$ cat src/rtl/led_pkg.sv
// Shared types and defaults for the LED matrix row scanner.
package led_pkg;

    typedef enum logic {
        BLANK = 1'b0,
        DRIVE = 1'b1
    } scan_state_t;

    localparam int DEF_ROWS         = 8;
    localparam int DEF_COLS         = 8;
    localparam int DEF_PWM_BITS     = 4;
    localparam int DEF_BLANK_CYCLES = 2;

    // Cycles spent on one row: the all-off guard plus the full PWM window.
    function automatic int row_period(input int blank_cycles, input int pwm_bits);
        return blank_cycles + (1 << pwm_bits);
    endfunction

endpackage

$ cat src/rtl/led_frame_buffer.sv
// Pending/active double buffer. The producer fills the pending half through a
// valid/ready handshake; the scanner copies it to the active half on swap.
module led_frame_buffer
    import led_pkg::*;
#(
    parameter int ROWS = DEF_ROWS,
    parameter int COLS = DEF_COLS
) (
    input  logic                           clk,
    input  logic                           reset_n,
    input  logic [ROWS*COLS-1:0]           red_in,
    input  logic [ROWS*COLS-1:0]           green_in,
    input  logic                           frame_valid,
    output logic                           frame_ready,
    input  logic                           swap,
    output logic [ROWS-1:0][COLS-1:0]      active_red,
    output logic [ROWS-1:0][COLS-1:0]      active_green
);

    logic [ROWS-1:0][COLS-1:0] pend_red;
    logic [ROWS-1:0][COLS-1:0] pend_green;
    logic                      pending_full;

    // Ready purely reflects the flag so the producer sees it without a bubble.
    assign frame_ready = !pending_full;

    // Accept and swap are mutually exclusive: accept needs the pending half
    // empty, swap only acts when it is full.
    always_ff @(posedge clk or negedge reset_n) begin
        if (!reset_n) begin
            pend_red     <= '0;
            pend_green   <= '0;
            active_red   <= '0;
            active_green <= '0;
            pending_full <= 1'b0;
        end else if (frame_valid && frame_ready) begin
            pend_red     <= red_in;
            pend_green   <= green_in;
            pending_full <= 1'b1;
        end else if (swap && pending_full) begin
            active_red   <= pend_red;
            active_green <= pend_green;
            pending_full <= 1'b0;
        end
    end

endmodule

$ cat src/rtl/led_matrix_scanner.sv
// Row-scanning bi-colour LED matrix driver with per-row blanking, PWM
// brightness, scan enable and a double-buffered frame load.
module led_matrix_scanner
    import led_pkg::*;
#(
    parameter int ROWS         = DEF_ROWS,
    parameter int COLS         = DEF_COLS,
    parameter int PWM_BITS     = DEF_PWM_BITS,
    parameter int BLANK_CYCLES = DEF_BLANK_CYCLES
) (
    input  logic                   clk,
    input  logic                   reset_n,
    input  logic                   enable,
    input  logic [PWM_BITS-1:0]    brightness,
    input  logic [ROWS*COLS-1:0]   red_in,
    input  logic [ROWS*COLS-1:0]   green_in,
    input  logic                   frame_valid,
    output logic                   frame_ready,
    output logic [COLS-1:0]        red_drv,
    output logic [COLS-1:0]        green_drv,
    output logic [ROWS-1:0]        row_sink,
    output logic                   frame_start
);

    localparam int RW   = $clog2(ROWS);
    localparam int PH_W = ($clog2(BLANK_CYCLES) > PWM_BITS) ? $clog2(BLANK_CYCLES) : PWM_BITS;

    localparam logic [PH_W-1:0] BLANK_LAST = PH_W'(BLANK_CYCLES - 1);
    localparam logic [PH_W-1:0] DRIVE_LAST = PH_W'((1 << PWM_BITS) - 1);
    localparam logic [RW-1:0]   ROW_LAST   = RW'(ROWS - 1);

    scan_state_t          state, state_nx;
    logic [RW-1:0]        row, row_nx;
    logic [PH_W-1:0]      phase, phase_nx;
    logic [PWM_BITS-1:0]  bright_q;
    logic                 frame_edge;
    logic                 swap;

    logic [ROWS-1:0][COLS-1:0] active_red;
    logic [ROWS-1:0][COLS-1:0] active_green;

    // First cycle of row 0 blanking: frame boundary for swap and frame_start.
    assign frame_edge = enable && (state == BLANK) && (row == '0) && (phase == '0);
    // While disabled nothing is displayed, so a pending frame may go live at once.
    assign swap       = !enable || frame_edge;

    led_frame_buffer #(
        .ROWS (ROWS),
        .COLS (COLS)
    ) u_buf (
        .clk          (clk),
        .reset_n      (reset_n),
        .red_in       (red_in),
        .green_in     (green_in),
        .frame_valid  (frame_valid),
        .frame_ready  (frame_ready),
        .swap         (swap),
        .active_red   (active_red),
        .active_green (active_green)
    );

    // Scan position register.
    always_ff @(posedge clk or negedge reset_n) begin
        if (!reset_n) begin
            state <= BLANK;
            row   <= '0;
            phase <= '0;
        end else begin
            state <= state_nx;
            row   <= row_nx;
            phase <= phase_nx;
        end
    end

    // Next scan position; disable parks the scanner at the start of a frame.
    always_comb begin
        state_nx = state;
        row_nx   = row;
        phase_nx = phase;
        if (!enable) begin
            state_nx = BLANK;
            row_nx   = '0;
            phase_nx = '0;
        end else begin
            case (state)
                BLANK: begin
                    if (phase == BLANK_LAST) begin
                        state_nx = DRIVE;
                        phase_nx = '0;
                    end else begin
                        phase_nx = phase + 1'b1;
                    end
                end
                DRIVE: begin
                    if (phase == DRIVE_LAST) begin
                        state_nx = BLANK;
                        phase_nx = '0;
                        row_nx   = (row == ROW_LAST) ? '0 : row + 1'b1;
                    end else begin
                        phase_nx = phase + 1'b1;
                    end
                end
                default: begin
                    state_nx = BLANK;
                    row_nx   = '0;
                    phase_nx = '0;
                end
            endcase
        end
    end

    // Latch brightness as the row enters DRIVE so a mid-row change cannot glitch.
    always_ff @(posedge clk or negedge reset_n) begin
        if (!reset_n) begin
            bright_q <= '0;
        end else if (enable && (state == BLANK) && (phase == BLANK_LAST)) begin
            bright_q <= brightness;
        end
    end

    // Registered pin drive, one cycle behind the scan position.
    always_ff @(posedge clk or negedge reset_n) begin
        if (!reset_n) begin
            row_sink    <= '1;
            red_drv     <= '0;
            green_drv   <= '0;
            frame_start <= 1'b0;
        end else begin
            row_sink    <= '1;
            red_drv     <= '0;
            green_drv   <= '0;
            frame_start <= frame_edge;
            if (enable && (state == DRIVE)) begin
                row_sink <= ~(ROWS'(1) << row);
                if (phase < PH_W'(bright_q)) begin
                    red_drv   <= active_red[row];
                    green_drv <= active_green[row];
                end
            end
        end
    end

endmodule

$ cat config.mk
export PLATFORM = sky130hd
export DESIGN_NAME = led_matrix_scanner
export DESIGN_NICKNAME = d
export VERILOG_FILES = /design/src/rtl/led_pkg.sv /design/src/rtl/led_frame_buffer.sv /design/src/rtl/led_matrix_scanner.sv
export SDC_FILE = /design/constraint.sdc
export NUM_CORES = 1
export LEC_CHECK = 0
export ABC_AREA = 1
export CORE_MARGIN = 3
export CORE_UTILIZATION = 35
export DETAILED_ROUTE_END_ITERATION = 6
export GPL_TIMING_DRIVEN = 0
export PLACE_DENSITY_LB_ADDON = 0.2
export SETUP_SLACK_MARGIN = 0.4
export SYNTH_ARGS = -nofsm -noshare
export SYNTH_HDL_FRONTEND = slang
export SYNTH_SLANG_ARGS = --single-unit
$ cat constraint.sdc
create_clock -name clk -period 2.5 [get_ports clk]
set_input_delay 0.75 -clock clk [delete_from_list [all_inputs] [get_ports clk]]
set_output_delay 0.75 -clock clk [all_outputs]
set_load 0.005 [all_outputs]
==> metrics.yaml, run 1 <==
startpoint_type: "flip-flop"
min_path_type: "primary input to async pin"
p_total_mw: 16.8
drt_iter0_drc: 499
synth_seq_cells: 294
cts_root_buffer: "clkbuf_16"
cpLargestDelayFamily: "buffers and inverters"
netlist.area_leader.share_pct: 55.6
finalClockSkew_ns: 0.0177
place_congestion: 0.821
synth_area_sq_um: 12900
synthAdderAreaFrac_pct: 1.17
fin_crit_ns: 2.07
finalSetupViolCount: 0
pin_count: 162
initial_core_util_pct: 35.8
grt_usage_pct: 17.7
clock_path_buffers: 3
drt_first_pass_iters: 5
synthMuxAreaShare_pct: 11.2
drive_gt1_share_pct: 19.0
fmax_ghz: 0.483
cp.required_ns: 1.75
avgSynthCellArea_sq_um: 9.71
arrival_ns: 1.32
finalHoldViolations: 0
yosysTopAreaCell: "dfrtp_1"
cp_num_cells: 1
clock_latency_ns: 0.52
timing.hold.ws_ns: 0.203
irDropWorstVdd_mv: 0.363
synth_top_family_by_area: "simple AND/OR/NAND/NOR gates"
syn2layout_area_growth_pct: 27.3
antennaDiodeCount: 0
cts_max_level: 2
grt_pass1_vias: 9738
die_area_sq_um: 39100
drv_cap: 0
avgViaCountPerCell: 4.71
wire_per_inst_um: 17.0
path_class: "flip-flop to primary output"
maxSlewViolCount: 0
ys.flop_type: "dfrtp_1"
grt_max_degree: 123
ys_warn_count: 0
rows: 69
vias: 9498
cts_tree: "done"
synth_compound_area_share_pct: 0.467
die_width_um: 198
synth_nets: 1473
n_fill_cell: 3469
postSynthCellCount: 1325
crit_path_end_kind: "primary output"
synth_top_cells_by_count: "nand2_1, dfrtp_1, nand3_1"
clk_pin_slew_ns: 0.06
synth_edf_count: 0
hpwl_um: 24900
fp.dieH_um: 198
synthDistinctLibCells: 26
p_per_area_nw_per_um2: 1030
synth-xor-area-share_pct: 0.136
grt-ovfl-total: 0
relSlewSlack_pct: 55.6
rrSetupSlack_ns: 0.54
synthSimpleGateAreaFrac_pct: 23.6
worstMarginPinSlew_ns: 0.667
fin_tns_setup_ns: 0
core_area_sq_um: 35900
grt_pass1_wl_um: 53800
yosys.cell_count.top_type: "nand2_1"
critPathMaxFanout: 1
num-nets-final: 1676
finalCritPeriodShare_pct: 82.8
grt_setup_unrepaired: "no"
port_buffers: 160
slowest_stage: "clkdlybuf4s50_1"
p_leak_nw: 7.98
drc: 0
cts_buffers: 35
ys_seq_area_share_pct: 57.3
netlist_top_cells_area: "dfrtp_1, nand2_1, mux2_2, nand3_1, nor2_1"
grt_antenna_before_repair: 0
status: "finished clean"
async_reset_ff_share_pct: 100
ant_nets: 0
wl_um: 34300
clock-sinks: 294
ff2ff_path_depth: 13
worstPathCellList: "clkdlybuf4s50_1"
crit_buf_inv: 1
crit_path_max_incr_delay_ns: 0.49
[worst register-to-register path: stages (launching register included)]
cell and delay [ns]:
dfrtp_2 0.42, inv_1 0.10, buf_6 0.11, buf_8 0.14, ha_4 0.16, nand2_1 0.07
nor2_2 0.12, nand2_2 0.08, nand2_4 0.12, nand2_2 0.08, buf_4 0.19, buf_6 0.15
nand2_1 0.07, nand2_1 0.05
[cells by family after synthesis]
group | count (synthesis)
buffers and inverters | 161
adder cells (fa/ha/maj) | 12
flip-flops | 294
XOR/XNOR | 2
AO/OA/AOI/OAI | 10
AND/OR/NAND/NOR | 718
multiplexers | 128
[timing repair]
action | 4_1_cts | 5_1_grt
pin swaps | 1 | 1
resized for setup | 41 | 15
buffers inserted | 3 | 1
hold endpoints to repair | 0 | 0
setup endpoints to repair | 151 | 123
hold buffers | 0 | 0
[power by group]
part / switching, mW / internal [mW]
registers: 0.990 / 6.48
logic: 2.23 / 1.94
clock network: 2.00 / 3.20
[stage by stage]
stage                     instance area, sq um  std cells  util [%]  setup slack (ns)
after floorplan                          12900       1325         -             0.639
after global placement                   15000       1946      41.9            -12.26
after detailed placement                 15100       1948      42.1           -0.0627
after CTS                                16300       2014      45.5             0.400
after global routing                     16400       2015      45.6             0.400
final                                    16400       2015      45.6             0.431
[layout by cell type, fill, tap and decap left out, drive strengths merged]
master,n
nand2,396
dfrtp,286
nand3,203
clkdlybuf4s50,134
mux2,128
nor2,88
inv,81
clkbuf,80
buf,62
or2,30
dlygate4sd2,22
ha,12
dfstp,8
clkinv,5
a21oi,3
o21ai,3
bufinv,3
dlymetal6s2s,3
a21boi,1
o21bai,1
a211oi,1
xnor2,1
nor3,1
xor2,1
o31ai,1
[area by class of cell]
class / count / area (sq um) / share of cell area (%)
Inverter: 78 / 295 / 1.80
Multi-Input combinational cell: 870 / 4720 / 28.8
Clock buffer: 52 / 1040 / 6.35
Buffer: 83 / 561 / 3.42
Sequential cell: 294 / 7370 / 45.0
Timing Repair Buffer: 166 / 1670 / 10.2
Tap cell: 461 / 577 / 3.52
Clock inverter: 11 / 145 / 0.886
[registers in the layout, summed over array words and instances, names as in the netlist]
register,cells
bright_q,4
row,3
u_buf.pend_red,64
red_drv,8
frame_start,1
phase,4
u_buf.pending_full,1
state,1
green_drv,8
u_buf.pend_green,64
u_buf.active_green,64
u_buf.active_red,64
row_sink,8
[path summary, 6_finish.rpt]
| check | startpoint | end |
|---|---|---|
| max | red_drv[3]$_DFF_PN0_ | red_drv[3] |
| min | reset_n | u_buf.pend_green[19]$_DFFE_PN0P_ |
| max reg2reg | row[0]$_DFFE_PN0P_ | u_buf.active_green[49]$_DFFE_PN0P_ |
| min reg2reg | u_buf.active_red[44]$_DFFE_PN0P_ | u_buf.active_red[44]$_DFFE_PN0P_ |
| max in group asynchronous | reset_n | u_buf.pend_red[49]$_DFFE_PN0P_ |
| min in group clk | u_buf.active_red[44]$_DFFE_PN0P_ | u_buf.active_red[44]$_DFFE_PN0P_ |
[per-layer routing]
metal	GRT usage [%]	share of wire, %	up-vias
met3	2.30	3.6	54
met4	4.48	2.4	0
met1	25.4	48	4607
li1	-	-	4641
met5	0	0	-
met2	28.5	46	196
No activity file was read; power rests on OpenSTA's default activity.
==> inputs of run 2 (changes only) <==
clock period = 1.9 ns   (was 2.5 ns; I/O delays follow)
==> run 2 against run 1 <==
The flow now finishes with violations (negative setup slack). Core utilization is 3.8 points higher. Clock power is 23% higher. Non-clock buffer count is 34 higher. Routed wire length is 6.7% higher. Power is 39% higher. Sequential share of layout area is 3.5 points lower. Clock skew is 0.012 ns lower. Highest routed layer unchanged.
==> metrics.yaml, run 2 (synthesis gave the netlist of run 1 again) <==
slowest_stage: "dfrtp_2"
path_class: "flip-flop to flip-flop"
initial_core_util_pct: 35.8
crit_path_end_kind: "flip-flop"
finalHoldViolations: 0
wl_um: 36600
grt_setup_unrepaired: "yes"
status: "complete, but fails checks"
grt_usage_pct: 18.1
min_path_type: "primary input to async pin"
port_buffers: 160
core_area_sq_um: 35900
syn2layout_area_growth_pct: 38.0
irDropWorstVdd_mv: 0.564
cts_root_buffer: "clkbuf_16"
wl_met1_um: 16700
die_width_um: 198
timing.hold.ws_ns: 0.133
finalSetupViolCount: 126
grt-ovfl-total: 0
fin_crit_ns: 2.00
place_congestion: 0.804
p_leak_nw: 8.45
met3_length_um: 1680
layout_common_cells: "nand2_1, dfrtp_1, nand3_1"
arrival_ns: 2.40
hpwl_um: 24700
drc: 0
cp.required_ns: 2.30
ctsHoldBuffers: 0
cts_max_level: 2
p_total_mw: 23.4
grt_pass1_vias: 9869
failed_checks: "negative setup slack"
clk_pin_slew_ns: 0.06
highest_layer: "met4"
cts_buffers: 35
crit_buf_inv: 6
grt_pass1_wl_um: 54900
finalClockSkew_ns: 0.00542
antennaDiodeCount: 0
drt_first_pass_iters: 5
cts_tree: "done"
p_per_area_nw_per_um2: 1320
num-nets-final: 1710
die_area_sq_um: 39100
wire_per_inst_um: 17.9
ff2ff_path_depth: 14
fp.dieH_um: 198
drt_iter0_drc: 528
fin_ws_ns: -0.103
grt_max_degree: 117
rrSetupSlack_ns: -0.10
cpLargestDelayFamily: "buffers and inverters"
vias: 9857
relSlewSlack_pct: 44.1
ant_nets: 0
reg2reg_from: "row[0]$_DFFE_PN0P_"
startpoint_type: "flip-flop"
drv_cap: 0
critPathMaxFanout: 8
worstMarginPinSlew_ns: 0.839
dr_wl_met2_um: 17400
mostFrequentLayoutCell: "nand2_1"
clock_latency_ns: 0.51
clock_path_buffers: 3
clock-sinks: 294
r2r_end: "u_buf.active_red[5]$_DFFE_PN0P_"
pin_count: 162
finalCritPeriodShare_pct: 105
fmax_ghz: 0.499
drive_gt1_share_pct: 33.2
maxSlewViolCount: 0
grt_antenna_before_repair: 0
worstPathCellList: "inv_2 -> buf_8 -> buf_12 -> ha_4 -> nand2_2 -> nor2_1 -> nand2_1 -> nand2_4 -> buf_6 -> nand2_8 -> buf_12 -> clkbuf_16 -> nand2_2 -> nand2_1"
crit_path_max_incr_delay_ns: 0.43
rows: 69
avgViaCountPerCell: 4.81
-- run 2: worst reg2reg max path: cells and delay by family (launching register included) --
kind,cells,cell delay (ns)
buffers and inverters,6,0.78
adder cells (fa/ha/maj),1,0.12
AND/OR/NAND/NOR,7,0.57
flip-flops,1,0.43
-- run 2: worst max path at each step --
stage	from	end	slack, ns	cells after the start
floorplan	row[0]$_DFFE_PN0P_	u_buf.active_green[14]$_DFFE_PN0P_	0.23	13
CTS	row[0]$_DFFE_PN0P_	u_buf.active_red[27]$_DFFE_PN0P_	0.002	14
global placement	reset_n	u_buf.pend_green[19]$_DFFE_PN0P_	-12.59	1
global route	row[0]$_DFFE_PN0P_	u_buf.active_green[0]$_DFFE_PN0P_	-0.17	14
finish	row[0]$_DFFE_PN0P_	u_buf.active_red[5]$_DFFE_PN0P_	-0.10	14
detailed placement	frame_valid	u_buf.pend_red[5]$_DFFE_PN0P_	-0.40	5
-- run 2: metrics by stage --
| step | setup slack, ns | setup TNS, ns | instances | util, % | instance area (sq um) |
|---|---|---|---|---|---|
| after floorplan | 0.234 | 0 | 1325 | - | 12900 |
| after global placement | -12.59 | -3736.47 | 1946 | 42.0 | 15100 |
| after detailed placement | -0.403 | -72.23 | 1948 | 42.1 | 15100 |
| after CTS | 0.00207 | 0 | 2031 | 46.9 | 16800 |
| after global routing | -0.166 | -17.30 | 2049 | 49.4 | 17800 |
| final | -0.103 | -9.94 | 2049 | 49.4 | 17800 |
-- run 2: final cells by class --
class	instances	area, sq um
sequential	294	7370
timing repair buffer	201	2130
buffer	82	875
clock buffer	52	1030
tap	461	577
inverter	78	297
multi-input combinational	870	5410
fill	3364	18200
clock inverter	11	75.1
-- run 2: what timing repair did --
action                     4_1_cts  5_1_grt
buffers inserted                16       11
gates resized for setup        255      195
setup endpoints to repair      281      242
gates cloned                     5        7
pin swaps                        4       45
-- run 2: per-layer routing --
| layer | global-route usage (%) | up-vias |
|---|---|---|
| met5 | 0 | - |
| met4 | 4.51 | 0 |
| met3 | 2.93 | 54 |
| met2 | 29.3 | 232 |
| met1 | 25.5 | 4824 |
| li1 | - | 4747 |
-- run 2: report_power, final --
group	leakage, nW	switching (mW)	total (mW)	internal [mW]
Clock	0.543	2.62	6.39	3.77
Sequential	3.55	1.57	10.1	8.53
Combinational	4.35	3.51	6.92	3.41
Total	8.45	7.71	23.4	15.7
==> inputs of run 3 (changes only) <==
CORE_UTILIZATION = 50   (was 35)
GPL_ROUTABILITY_DRIVEN = 0   (was not set)
PLACE_DENSITY = 0.76   (was not set)
PLACE_DENSITY_LB_ADDON = not set   (was 0.2)
==> run 3 against run 2 <==
The flow finishes with violations (negative hold slack, negative setup slack). Cell area about the same. Critical path type unchanged. First-iteration DRC count up 51%. Sequential share of layout area barely moved. Worst setup slack better by 0.054 ns. Clock-buffer cell count decreased by 5. Via count up 4.2%. Non-clock buffer count rose by 7. Sequential power about the same.
==> metrics.yaml, run 3 (synthesis gave the netlist of run 1 again) <==
mostFrequentLayoutCell: "dfrtp_1"
cts_max_level: 1
fin_ws_ns: -0.0490
clk_pin_slew_ns: 0.07
drt_first_pass_iters: 6
p_per_area_nw_per_um2: 1340
finalHoldViolations: 46
finalClockSkew_ns: 0.0111
status: "complete, but fails checks"
drive_gt1_share_pct: 35.1
rows: 58
hpwl_um: 22100
grt-ovfl-total: 0
rrSetupSlack_ns: -0.05
fin_cells: 1917
cp.required_ns: 2.38
grt_max_degree: 119
port_buffers: 160
startpoint_type: "flip-flop"
critPathMaxFanout: 5
failed_checks: "negative hold slack, negative setup slack"
drv_cap: 0
irDropWorstVdd_mv: 0.754
avgViaCountPerCell: 5.36
grt_pass1_wl_um: 51000
finalSetupViolCount: 28
relSlewSlack_pct: 42.8
cts_tree: "done"
n_fill_cell: 1741
min_path_type: "primary input to async pin"
clock_path_buffers: 3
path_class: "flip-flop to flip-flop"
finalCritPeriodShare_pct: 103
drc: 0
die_area_sq_um: 27700
fmax_ghz: 0.513
maxSlewViolCount: 0
grt_pass1_vias: 9966
die_width_um: 166
cts_root_buffer: "clkbuf_16"
clock_latency_ns: 0.55
wl_um: 35400
ant_nets: 0
cts_buffers: 30
grt_setup_unrepaired: "yes"
num-nets-final: 1712
grt_usage_pct: 22.7
drt_iter0_drc: 797
p_total_mw: 23.7
crit_path_end_kind: "flip-flop"
fin_crit_ns: 1.95
p_leak_nw: 8.51
wire_per_inst_um: 18.4
post-place-cells: 1817
post-route-util_pct: 70.3
timing.hold.ws_ns: -0.0345
worstMarginPinSlew_ns: 0.858
core_area_sq_um: 25300
clock-sinks: 294
syn2layout_area_growth_pct: 37.9
initial_core_util_pct: 51.0
fp.dieH_um: 166
pin_count: 162
arrival_ns: 2.43
antennaDiodeCount: 0
layout_common_cells: "dfrtp_1, nand2_1, nand3_1"
vias: 10268
grt_antenna_before_repair: 0
[run 3: through the flow]
stage | area (sq um) | TNS (ns) | setup WS [ns]
after floorplan | 12900 | 0 | 0.234
after global placement | 14900 | -3566.52 | -12.03
after detailed placement | 15000 | -70.24 | -0.433
after CTS | 16300 | 0 | 0.0124
after global routing | 17700 | -7.68 | -0.109
final | 17700 | -0.317 | -0.0490
[run 3: repair_timing]
action / 4_1_cts / 5_1_grt
cloned: 2 / 17
pin swaps: 12 / 73
setup endpoints to repair: 285 / 192
hold endpoints to repair: 56 / 0
resized for setup: 183 / 285
buffers inserted: 17 / 9
[run 3: power by group]
| part | internal [mW] | switching, mW | total [mW] | leakage [nW] |
|---|---|---|---|---|
| sequential | 8.53 | 1.71 | 10.2 | 3.56 |
| clock | 3.77 | 2.44 | 6.21 | 0.515 |
| combinational | 3.57 | 3.69 | 7.26 | 4.44 |
[run 3: final timing paths]
| path | to | startpoint | cells past startpoint |
|---|---|---|---|
| min in group clk | row[1]$_DFFE_PN0P_ | enable | 3 |
| min | u_buf.active_green[59]$_DFFE_PN0P_ | reset_n | 1 |
| max | u_buf.active_green[34]$_DFFE_PN0P_ | row[0]$_DFFE_PN0P_ | 13 |
| max reg2reg | u_buf.active_green[34]$_DFFE_PN0P_ | row[0]$_DFFE_PN0P_ | 13 |
| max in group asynchronous | u_buf.pend_green[24]$_DFFE_PN0P_ | reset_n | 2 |
| min reg2reg | u_buf.active_red[53]$_DFFE_PN0P_ | u_buf.active_red[53]$_DFFE_PN0P_ | 2 |
[run 3: routing by layer]
layer	track usage [%]	routed length, um	vias to the layer above
met3	3.85	2390	96
met1	30.4	14200	5029
met2	38.1	17400	420
li1	-	-	4723
met5	0	0	-
met4	7.42	1370	0
[run 3: area by class of cell]
cell class	count	area, sq um	area share (%)
tap	330	413	2.33
timing repair buffer	207	2280	12.9
multi-input combinational	870	5490	30.9
sequential	294	7370	41.5
clock inverter	8	120	0.677
buffer	83	836	4.71
inverter	78	298	1.68
clock buffer	47	936	5.28
[run 3: worst max-delay path, cell delays in order (launching register included)]
cell,delay (ns)
dfrtp_2,0.44
inv_2,0.08
buf_6,0.10
buf_12,0.10
ha_4,0.13
nand2_4,0.05
nor2_4,0.07
nand2_2,0.09
nand2_4,0.17
buf_6,0.16
clkbuf_16,0.16
clkbuf_16,0.14
nand3_2,0.05
nand2_1,0.12
